File: src/rtl/hdlcsend.sv
// ---------------------------------------------------------------------------
// hdlcsend - HDLC frame transmitter
//
// Reads a byte count and a payload from a synchronous transmit buffer RAM and
// serialises one HDLC frame onto datat, one bit per clkt cycle:
//   NFLAGS opening 8'h7E flags, payload LSB first with zero-bit stuffing,
//   16-bit complemented CRC-16-CCITT FCS (stuffed), one closing 8'h7E flag.
//
// Ports
//   clkt        in   transmit bit clock, everything on the rising edge
//   rst_n       in   synchronous active-low reset
//   start       in   one-cycle send request, ignored while busy
//   ramd[7:0]   in   buffer read data, valid the cycle after hrd
//   rama[AW-1:0]out  buffer read address
//   hrd         out  buffer read strobe (one cycle per read)
//   datat       out  serial bit stream, idles at 1
//   flagt       out  high for every bit of the frame, first flag to last flag
//   busy        out  high from start acceptance until done
//   done        out  one-cycle completion pulse (also for an empty request)
//   o_dbg_state out  current FSM state encoding
//
// Handshake: start is sampled only in IDLE (busy=0). Once accepted, busy
// rises the next cycle and stays high until the cycle done pulses; done and
// the falling edge of busy coincide. A start seen while busy=1 has no effect.
// ---------------------------------------------------------------------------
module hdlcsend #(
  parameter int unsigned       NFLAGS   = 2,
  parameter int unsigned       ADDR_W   = 9,
  parameter logic [ADDR_W-1:0] LEN_ADDR = 9'd511
) (
  input  logic              clkt,
  input  logic              rst_n,
  input  logic              start,
  input  logic [7:0]        ramd,
  output logic [ADDR_W-1:0] rama,
  output logic              hrd,
  output logic              datat,
  output logic              flagt,
  output logic              busy,
  output logic              done,
  output logic [2:0]        o_dbg_state
);

  typedef enum logic [2:0] {
    IDLE    = 3'd0,
    LEN_RD  = 3'd1,
    LEN_CAP = 3'd2,
    FLAG_O  = 3'd3,
    DATA    = 3'd4,
    FCS     = 3'd5,
    FLAG_C  = 3'd6,
    DONE    = 3'd7
  } state_t;

  localparam logic [7:0]  FLAG      = 8'h7E;
  localparam logic [5:0]  FLAG_BITS = 6'(NFLAGS * 8);
  localparam logic [15:0] CRC_POLY  = 16'h1021;

  state_t              r_state;
  logic [ADDR_W-1:0]   r_rama;
  logic                r_hrd;
  logic                r_datat;
  logic                r_flagt;
  logic                r_busy;
  logic                r_done;
  logic                r_rd_pend;  // a read was issued last cycle; ramd valid now
  logic [7:0]          r_nbuf;     // next payload byte, captured from ramd
  logic [7:0]          r_left;     // payload bytes not yet loaded into the shifter
  logic [7:0]          r_sh;       // payload shifter, bit 0 goes out next
  logic [2:0]          r_nbits;    // bits still waiting in the shifter
  logic [2:0]          r_ones;     // consecutive 1s on the wire (DATA/FCS only)
  logic [15:0]         r_crc;      // CRC register, reused as FCS shifter
  logic [5:0]          r_bcnt;     // flag bit index / FCS bits remaining
  logic                w_load;     // emit bit 0 of r_nbuf and refill the shifter

  function automatic logic [15:0] crc_step(input logic [15:0] c, input logic b);
    logic fb;
    fb = c[15] ^ b;
    return {c[14:0], 1'b0} ^ (fb ? CRC_POLY : 16'h0000);
  endfunction

  function automatic logic [2:0] ones_next(input logic [2:0] o, input logic b);
    return b ? (o + 3'd1) : 3'd0;
  endfunction

  // A byte is loaded either right after the last opening flag bit (the
  // prefetched byte 0 is already waiting) or when the shifter runs dry in
  // DATA with bytes remaining. A pending stuff bit always goes first.
  always_comb begin
    w_load = 1'b0;
    if (r_state == FLAG_O)
      w_load = (r_bcnt == FLAG_BITS);
    else if (r_state == DATA)
      w_load = (r_ones != 3'd5) && (r_nbits == 3'd0) && (r_left != 8'd0);
  end

  always_ff @(posedge clkt) begin
    if (!rst_n) begin
      r_state   <= IDLE;
      r_rama    <= '0;
      r_hrd     <= 1'b0;
      r_datat   <= 1'b1;
      r_flagt   <= 1'b0;
      r_busy    <= 1'b0;
      r_done    <= 1'b0;
      r_rd_pend <= 1'b0;
      r_nbuf    <= 8'd0;
      r_left    <= 8'd0;
      r_sh      <= 8'd0;
      r_nbits   <= 3'd0;
      r_ones    <= 3'd0;
      r_crc     <= 16'd0;
      r_bcnt    <= 6'd0;
    end else begin
      r_hrd     <= 1'b0;
      r_done    <= 1'b0;
      r_rd_pend <= r_hrd;
      if (r_rd_pend)
        r_nbuf <= ramd;

      case (r_state)
        IDLE: begin
          r_datat <= 1'b1;
          if (start) begin
            r_rama  <= LEN_ADDR;
            r_hrd   <= 1'b1;
            r_busy  <= 1'b1;
            r_state <= LEN_RD;
          end
        end

        LEN_RD: r_state <= LEN_CAP;

        LEN_CAP: begin
          if (ramd == 8'd0) begin
            r_busy  <= 1'b0;
            r_done  <= 1'b1;
            r_state <= DONE;
          end else begin
            // Prefetch byte 0 now; the opening flags cover the RAM latency.
            r_left  <= ramd;
            r_nbits <= 3'd0;
            r_rama  <= '0;
            r_hrd   <= 1'b1;
            r_crc   <= 16'hFFFF;
            r_ones  <= 3'd0;
            r_flagt <= 1'b1;
            r_datat <= FLAG[0];
            r_bcnt  <= 6'd1;
            r_state <= FLAG_O;
          end
        end

        FLAG_O: begin
          if (r_bcnt != FLAG_BITS) begin
            r_datat <= FLAG[r_bcnt[2:0]];
            r_bcnt  <= r_bcnt + 6'd1;
          end
        end

        DATA: begin
          if (r_ones == 3'd5) begin
            // Stuffed zero: shifter and CRC hold for this cycle.
            r_datat <= 1'b0;
            r_ones  <= 3'd0;
          end else if (r_nbits != 3'd0) begin
            r_datat <= r_sh[0];
            r_crc   <= crc_step(r_crc, r_sh[0]);
            r_ones  <= ones_next(r_ones, r_sh[0]);
            r_sh    <= {1'b0, r_sh[7:1]};
            r_nbits <= r_nbits - 3'd1;
          end else if (r_left == 8'd0) begin
            // Payload exhausted: first FCS bit is the complemented CRC MSB.
            r_datat <= ~r_crc[15];
            r_ones  <= ones_next(r_ones, ~r_crc[15]);
            r_crc   <= {r_crc[14:0], 1'b0};
            r_bcnt  <= 6'd15;
            r_state <= FCS;
          end
        end

        FCS: begin
          if (r_ones == 3'd5) begin
            // Also covers a run of five ending on the last FCS bit.
            r_datat <= 1'b0;
            r_ones  <= 3'd0;
          end else if (r_bcnt != 6'd0) begin
            r_datat <= ~r_crc[15];
            r_ones  <= ones_next(r_ones, ~r_crc[15]);
            r_crc   <= {r_crc[14:0], 1'b0};
            r_bcnt  <= r_bcnt - 6'd1;
          end else begin
            r_datat <= FLAG[0];
            r_bcnt  <= 6'd1;
            r_state <= FLAG_C;
          end
        end

        FLAG_C: begin
          if (r_bcnt == 6'd8) begin
            r_datat <= 1'b1;
            r_flagt <= 1'b0;
            r_busy  <= 1'b0;
            r_done  <= 1'b1;
            r_state <= DONE;
          end else begin
            r_datat <= FLAG[r_bcnt[2:0]];
            r_bcnt  <= r_bcnt + 6'd1;
          end
        end

        DONE: begin
          r_datat <= 1'b1;
          r_state <= IDLE;
        end

        default: r_state <= IDLE;
      endcase

      if (w_load) begin
        r_datat <= r_nbuf[0];
        r_crc   <= crc_step(r_crc, r_nbuf[0]);
        r_ones  <= ones_next(r_ones, r_nbuf[0]);
        r_sh    <= {1'b0, r_nbuf[7:1]};
        r_nbits <= 3'd7;
        r_left  <= r_left - 8'd1;
        // Fetch the following byte only if one remains; it arrives long
        // before the 8 bits of the current byte have gone out.
        if (r_left != 8'd1) begin
          r_rama <= r_rama + 1'b1;
          r_hrd  <= 1'b1;
        end
        r_state <= DATA;
      end
    end
  end

  assign rama        = r_rama;
  assign hrd         = r_hrd;
  assign datat       = r_datat;
  assign flagt       = r_flagt;
  assign busy        = r_busy;
  assign done        = r_done;
  assign o_dbg_state = r_state;

endmodule

File: config.mk
export PLATFORM = sky130hd
export DESIGN_NAME = hdlcsend
export DESIGN_NICKNAME = d
export VERILOG_FILES = /design/src/rtl/hdlcsend.sv
export SDC_FILE = /design/constraint.sdc
export NUM_CORES = 1
export LEC_CHECK = 0
export CAP_MARGIN = 10
export CORE_AREA = 2 2 78 154
export CTS_CLUSTER_DIAMETER = 200
export DETAILED_ROUTE_END_ITERATION = 16
export DIE_AREA = 0 0 80 156
export GPL_ROUTABILITY_DRIVEN = 1
export HOLD_SLACK_MARGIN = 0.03
export SLEW_MARGIN = 0
export SYNTH_ARGS = -nofsm -noshare
export SYNTH_HDL_FRONTEND = slang
export SYNTH_SLANG_ARGS = --single-unit
File: constraint.sdc
create_clock -name clkt -period 6.9 [get_ports clkt]
set_input_delay 0.69 -clock clkt [delete_from_list [all_inputs] [get_ports clkt]]
set_output_delay 0.69 -clock clkt [all_outputs]
set_load 0.05 [all_outputs]
* After elaboration in Yosys (flattened, before gate mapping)
Memory sizes are Yosys's and may differ from the RTL's. A register that Yosys moved wholly into a read port is not among the register bits.
Index checks and enable logic that the tools add are counted.
** Storage, ports and cells
- Bits in registers :: 69
- Bits in read-only memories :: 8
- Input port bits :: 11
- Logic and storage cells :: 188
- Memories :: 1
** Memory list
- (name not given) :: words 8, bits a word 1, read ports 1, clocked after memory_dff 1, wr ports 0, RTL line 207 : r_datat <= FLAG[r_bcnt[2:0]];
** Operators by class
- Add/sub/neg operators :: 6
- $lt $le $gt $ge :: 1
- Equality and inequality tests :: 40
- Mux-type cells :: 85
- Bitwise operators :: 6
- Reduce and logical (&&, ||, !) cells :: 33
** Operator list (number)
- $mux 16 :: 7
- $mux 3 :: 24
- $mux 6 :: 8
- $pmux 16 s3 :: 1
- $mux 9 :: 4
- $xor 16x13->16 :: 2
- $pmux 6 s5 :: 1
- $mux 7 :: 4
- $ne 3x3->1 const B :: 9
- $mux 13 :: 2
- $mux 8 :: 3
- $reduce_and 8->1 :: 3
- $mux 1 :: 22
- $ne 2x2->1 const B :: 11
- $pmux 3 s7 :: 1
- $pmux 9 s2 :: 1
- $logic_not 8->1 :: 2
- $reduce_and 4->1 :: 4
- $reduce_bool 8->1 :: 2
- $eq 3x3->1 const B :: 5
- $reduce_bool 7->1 :: 2
- $add 9x1->9 const B :: 1
- $ne 3x2->1 const B :: 3
- $pmux 3 s3 :: 1
- other kinds (33) :: 48

* Longest topological paths before layout
- Depth in word-level cells :: 7
- Mapped depth :: 10
- Depth with buffers taken out :: 9

* Least setup slack after synthesis
No wires, ideal clock.
- Path type :: flip-flop to flip-flop
- Start point :: reg r_state[2], in the netlist o_dbg_state[2]
- End point :: reg r_rama[6], in the netlist rama[6]
- Library setup time :: 0.115 ns
- Data arrival time :: 2.415 ns
- Setup slack :: 4.370 ns
- Cell stages (with the launch flop) :: 9
- Buffers on the path :: 2
- Period minus slack after synthesis :: 2.530 ns
- Cells stage by stage :: dfxtp_1 > nor2b_1 > clkbuf_1 > nand2_1 > o32a_2 > buf_4 > a21oi_1 > a31oi_1 > o21a_1
** Between the ends
- Longest elaborated chain between the ends :: 4
** RTL lines
- start: declaration :: RTL line 59 : state_t r_state;
- start signal: assignment :: RTL line 99 : r_state <= IDLE;
- start signal: assignment :: RTL line 128 : r_state <= LEN_RD;
- start signal: assignment :: RTL line 132 : LEN_RD: r_state <= LEN_CAP;
- $eq 3x2->1, or another cell as far along :: RTL line 121 : case (r_state)
- $pmux 9 s2 or $mux 1 (tied branches) :: RTL line 121, 93
- $mux 9 or $mux 1 (tied branches) :: RTL line 229, 91
- $mux 9 (*) :: RTL line 220 : if (w_load) begin
- end signal: assignment :: RTL line 230 : r_rama <= r_rama + 1'b1;
- end: declaration :: RTL line 60 : logic [ADDR_W-1:0] r_rama;
Every way passes the cells marked *; elsewhere a longest branch is shown, timed or not.
A chain may end at the register's enable or synchronous reset.

* Worst setup path after layout
- Start point :: reg r_state[2], in the netlist o_dbg_state[2]
- End point :: reg r_crc[0]
** Between the ends
- Longest elaborated chain between the ends :: 5
** RTL lines
- $eq 3x3->1 :: RTL line 93, 121
- $mux 1 :: RTL line 93 : else if (r_state == DATA)
- $mux 1 :: RTL line 91 : if (r_state == FLAG_O)
- $ne 4x2->1 (no source line), or another cell as far along
- $reduce_and 6->1 (no source line)
- end signal: assignment :: RTL line 168 : r_crc <= crc_step(r_crc, r_sh[0]);
- end signal: assignment :: RTL line 176 : r_crc <= {r_crc[14:0], 1'b0};
- end signal: assignment :: RTL line 190 : r_crc <= {r_crc[14:0], 1'b0};
- end: declaration :: RTL line 72 : logic [15:0] r_crc;
Parallel ways exist; a longest one is shown, timed or not.

==> metrics.log <==
[metrics] number of cells on the worst reg-to-reg path: 7
[metrics] drt drc: 0
[metrics] largest cells by area after synthesis: sky130_fd_sc_hd__dfxtp_1 (36%), sky130_fd_sc_hd__nor2_1 (6.1%), sky130_fd_sc_hd__a211oi_2 (4.2%), sky130_fd_sc_hd__nand2_1 (4.1%), sky130_fd_sc_hd__a21oi_1 (3.6%)
[metrics] most instantiated cells after synthesis: sky130_fd_sc_hd__dfxtp_1 (70), sky130_fd_sc_hd__nor2_1 (63), sky130_fd_sc_hd__nand2_1 (42), sky130_fd_sc_hd__a21oi_1 (28)
[metrics] Total Routed Length: 10200 um
[metrics] post-synth top area share: 36.2%
[metrics] fmax: 310 MHz
[metrics] fin worst setup slack: 3680 ps
[metrics] remaining global-route overflow: 0
[metrics] share of flip-flops with an asynchronous set or reset after synthesis: 0%
[metrics] number of iterations in the first detailed-routing pass: 4
[metrics] largest fanout of any net on the critical path: 31
[metrics] Critical Path End: r_crc[0]
[metrics] Avg WL per Cell: 16.3 um
[metrics] Post-Syn Area per Cell: 8.38 um^2
[metrics] minimum period implied by the final worst setup slack: around 3200 ps
[metrics] clock latency reported for the late side of the worst-skew pair: around 330 ps
[metrics] Die X: 80 um
[metrics] path category of the worst min-delay check: reg -> reg
[metrics] start point of the critical path: o_dbg_state[2]
[metrics] WP data arrival: 3420 ps
[metrics] net total in the final layout: 496
[metrics] CORE AREA: 11300 um^2
[metrics] vertical extent of the die: around 160 um
[metrics] category of the worst setup path capture point: flop
[metrics] sequential cell area fraction in the yosys report: 36.2%
[metrics] P per Cell Area: 357 nW/um^2
[metrics] TritonCTS buffer count: 9
[metrics] maximum number of pins on one net before global-route repair: 43
[metrics] post-route total power: between 0.0015 and 0.002 W
[metrics] Critical Path Source Type: flop
[metrics] RSZ-0062 raised after global routing: false
[metrics] die area: around 12000 um^2
[metrics] Setup Skew: between 7 and 8 ps
[metrics] synthesized cell area: a little under 4000 um^2
[metrics] count of instances resized after the clock tree is built: 0
[metrics] share of cells above drive strength 1: 10.0%
[metrics] Final ANT Viol Nets: 0
[metrics] post-synthesis cell type with the largest combined area: sky130_fd_sc_hd__dfxtp_1
[metrics] net count of the mapped netlist: around 480
[metrics] total setup buffers inserted after CTS: 0
[metrics] clock-pin slew on the worst setup and hold paths: 60 ps
[metrics] H-tree level count: 3
[metrics] worst r2r src: o_dbg_state[2]
[metrics] Top-Level Pins: 28
[metrics] via count of the routed design: ~3500
[metrics] outcome: finished, final reports clean
[metrics] end of the worst register-to-register path: r_crc[0]
[metrics] number of distinct standard cells referenced by the synthesized netlist: 62
[metrics] HPWL reported at the end of detailed placement: 7290 um
[metrics] area grow syn2layout: 16.3%
[metrics] number of max-capacitance violations reported: 0
[metrics] post-route design area: 4500 um^2
[metrics] total clock sinks: 70
[metrics] cts hold-fix bufs: 0
[metrics] Worst slew margin: 39.1%
[metrics] fillcell total: about 1200
[metrics] # port buffers: 27
[metrics] kind of critical path: reg -> reg
[metrics] CTS tree: done
[metrics] minimum setup slack after placement: 3730 ps
[metrics] flop and latch count out of synthesis: 70
[metrics] final slew viol count: 0
[metrics] vias in the first global route: 3408
[metrics] reported leakage power: 1.63 nW
[metrics] starting density of the core: 34.3%
[metrics] data required time of the critical path: between 7000 and 8000 ps
[metrics] accumulated negative setup slack: 0 ps
[metrics] prevailing post-synth register cell: sky130_fd_sc_hd__dfxtp_1
[metrics] GP Congestion: 0.846
[metrics] dominant cell by count in the synthesized netlist: sky130_fd_sc_hd__dfxtp_1
[metrics] GRT Util Overall: 17.1%
[metrics] number of antenna violations at the first check in global routing: 0
[metrics] CTS root buf: sky130_fd_sc_hd__clkbuf_16
[metrics] Final period util: between 40% and 50%
[metrics] EDFF count, synth: 0
[metrics] Inserted Diodes: 0
[metrics] hold path startpoint: r_nbuf[7]
[metrics] number of standard cells after synthesis: 462
[metrics] maximum vdd ir drop: 260 uV
[metrics] count of standard-cell rows: 55
[metrics] total placed instance area: 4200 um^2
[metrics] Final Hold Fails: 0
[metrics] Finish-stage setup viols: 0
[metrics] first-pass GRT wire length: ~17000 um
[metrics] transition time at the pin with the least slew margin: 912 ps
[metrics] total of warnings raised by yosys: 0
[metrics] number of vias per cell: 5.59
[metrics] maximum clock path buffer count: 2
[metrics] detailed router's first-iteration violation count: 180
[metrics] reg-to-reg setup timing slack: 3680 ps
==> worst max-delay path, stage by stage, from the launching register on <==
cell	delay [ps]
sky130_fd_sc_hd__dfxtp_1	670
sky130_fd_sc_hd__nor2b_1	560
sky130_fd_sc_hd__nand2_1	190
sky130_fd_sc_hd__o32a_2	660
sky130_fd_sc_hd__a311oi_4	330
sky130_fd_sc_hd__buf_4	380
sky130_fd_sc_hd__mux2i_1	220
sky130_fd_sc_hd__nor2_1	50
==> metrics by stage <==
| stage | utilization [%] | hold WS (ps) | cells |
|---|---|---|---|
| floorplan | - | 431 | 462 |
| detailed placement | 37.2 | 452 | 606 |
| global route | 39.9 | 479 | 622 |
| finish | 39.9 | 454 | 622 |
| global placement | 37.2 | 453 | 606 |
| CTS | 39.9 | 459 | 622 |
==> where the power goes <==
part           total, W  internal, W  switching (W)
registers      0.000570     0.000478      0.0000918
clock network  0.000478     0.000285       0.000193
logic          0.000559     0.000217       0.000342
total           0.00161     0.000980       0.000626
==> per-layer routing <==
| layer | share of wire [%] | track usage (%) |
|---|---|---|
| met3 | 2.3 | 2.14 |
| met4 | 2.3 | 7.02 |
| met5 | 0 | 0 |
| met2 | 56 | 32.9 |
| met1 | 39 | 17.8 |
==> final cells by class <==
type                    count  area, um^2  area share, %
multi-input cells         349        2270           50.4
flip-flops and latches     70        1400           31.1
clock buffers               9         225           5.00
inverters                  15        56.3           1.25
repair buffers             30         293           6.50
well taps                 142         178           3.95
clock inverters             7        81.3           1.81
==> placed cells by master (no fill, tap or decap), drive strengths merged, types with 7 or more instances in the layout <==
| cell | n |
|---|---|
| inv | 17 |
| a31oi | 13 |
| nand3 | 16 |
| a22oi | 7 |
| clkbuf | 9 |
| nor3 | 7 |
| o21ai | 15 |
| nor2 | 63 |
| a21oi | 28 |
| nand2 | 42 |
| ha | 10 |
| a211oi | 16 |
| clkdlybuf4s50 | 27 |
| o21a | 13 |
| dfxtp | 70 |
| mux2i | 13 |
| and3 | 7 |
| nand2b | 8 |
==> cell families (layout without fill, tap and decap cells) <==
logic type / after synthesis / count (layout) / share of synthesized area, %
flip-flops: 70 / 70 / 36.2
adder cells (fa/ha/maj): 10 / 10 / 3.23
buffers and inverters: 43 / 61 / 5.20
AND/OR/NAND/NOR: 177 / 177 / 22.1
AO/OA/AOI/OAI: 140 / 140 / 27.7
XOR/XNOR: 6 / 6 / 1.36
multiplexers: 16 / 16 / 4.23
==> flip-flops by register name, indices dropped and copies added (netlist names), named ones only <==
register and flops:
r_nbuf 8, r_ones 3, rama 9, r_rd_pend 1, r_nbits 3, flagt 1
busy 1, datat 1, r_crc 16, r_bcnt 6, o_dbg_state 3, done 1
r_left 8, hrd 1, r_sh 7
==> worst min path at each step <==
stage	to	slack (ps)	depth (start not counted)
after floorplan	r_sh[6]	430	2
after global placement	r_sh[6]	450	2
after detailed placement	r_sh[6]	450	2
after CTS	r_sh[6]	460	2
after global routing	r_sh[6]	480	2
final	r_sh[6]	450	2
No activity file was read; power rests on OpenSTA's default activity.
==> edit, RTL diff (same flow settings) <==
Make the reset (`rst_n`) asynchronous in one clocked block. Comments in the files are not updated.
--- a/src/rtl/hdlcsend.sv
+++ b/src/rtl/hdlcsend.sv
@@ -94,7 +94,7 @@
       w_load = (r_ones != 3'd5) && (r_nbits == 3'd0) && (r_left != 8'd0);
   end
 
-  always_ff @(posedge clkt) begin
+  always_ff @(posedge clkt or negedge rst_n) begin
     if (!rst_n) begin
       r_state   <= IDLE;
       r_rama    <= '0;
Check against the original RTL: differs if rst_n is asserted again (counterexample within 4 cycles, from zero or initial values and one cycle with rst_n low); with rst_n held inactive, the same outputs for 10 cycles.
==> edit against the unedited design <==
Non-clock buffer count decreased by 1; cell count decreased by 5.5%; routed wire length decreased by 5.8%; count of clock-buffer cells in the layout increased by 2; clock power increased by 13%; sequential cell count decreased by 1; design area increased by 3.0%; total power increased by 34%; area after synthesis increased by 2.4%; utilization increased by 1.2 points; sequential power increased by 36%; critical path depth increased by 1; setup slack improved by 0.20 ns; critical endpoint is now r_bcnt[3]$_DFFE_PN0P_.
==> edit: results (changes against the unedited design) <==
[cells_and_area]
multi_input_area_share=0.442  ; -0.0618
drive_gt1_frac=0.119  ; +0.0188
inverters=14  ; -1
nFillCells=1136  ; -4.8%
regArea_um2=1730  ; +23%
clock_area_frac=0.0753  ; +0.00721
multi_input_gates=318  ; -8.9%

[placement]
placed_cell_area_um2=4290  ; +2.2%
dp.cells=572  ; -5.6%
dpl_worst_slack_ns=3.78  ; +0.0511 ns

[global_routing]
gr-usage-met3=0.0289  ; +0.00752
grt_usage=0.168  ; -0.00287
grt_max_degree=70  ; +63%

[yosys]
synth_fa_ha_area_frac=0.0372  ; +0.00493
yosys-mux-area-fraction=0.0458  ; +0.00343
synthTopCellsByCount=dfrtp_1, nand2_1, nor2_1
synth-compound-area-share=0.222  ; -0.0551
synth_flop_cell=dfrtp_1
syn-instance-count=422  ; -8.7%
ys_ff_latch=69  ; -1.4%
synthArstFlopShare=1.00  ; +1.00

[detailed_routing]
wl_mm=9.57  ; -5.8%
met3_length_um=280  ; +20%
wl_met1_mm=3.52  ; -12%
drtIter0Drc=238  ; +32%

[critical_path]
endpoint=r_bcnt[3]$_DFFE_PN0P_
worstReg2RegStart=r_bcnt[0]$_DFFE_PN0P_
cp_top_family=simple AND/OR/NAND/NOR gates

[pwr]
ir_drop_mv=0.222  ; -15%

[status]
outcome=finished clean

[sta]
maxSlewHeadroom=0.225  ; -0.166

## edit: cell count changes after synthesis, sizes merged, moves of 7 or more
cell / unedited run / this run
clkbuf: 16 / 4
dfrtp: 0 / 68
a22oi: 7 / 0
a211oi: 16 / 2
o21ai: 15 / 43
dfxtp: 70 / 0
nor2: 63 / 40
## edit: report_power, final
part / leakage, nW / switching (mW) / internal, mW
clock network: 0.166 / 0.178 / 0.364
logic: 0.956 / 0.491 / 0.350
registers: 0.841 / 0.191 / 0.585
total: 1.96 / 0.860 / 1.30
## edit: how the worst min path moves through the flow
stage,end,slack [ns],depth (start not counted)
finish,r_rd_pend$_DFF_PN0_,0.38,0
global route,r_rd_pend$_DFF_PN0_,0.40,0
CTS,r_rd_pend$_DFF_PN0_,0.38,0
detailed placement,r_rd_pend$_DFF_PN0_,0.36,0
global placement,r_rd_pend$_DFF_PN0_,0.37,0
floorplan,busy$_DFFE_PN0P_,0.39,0
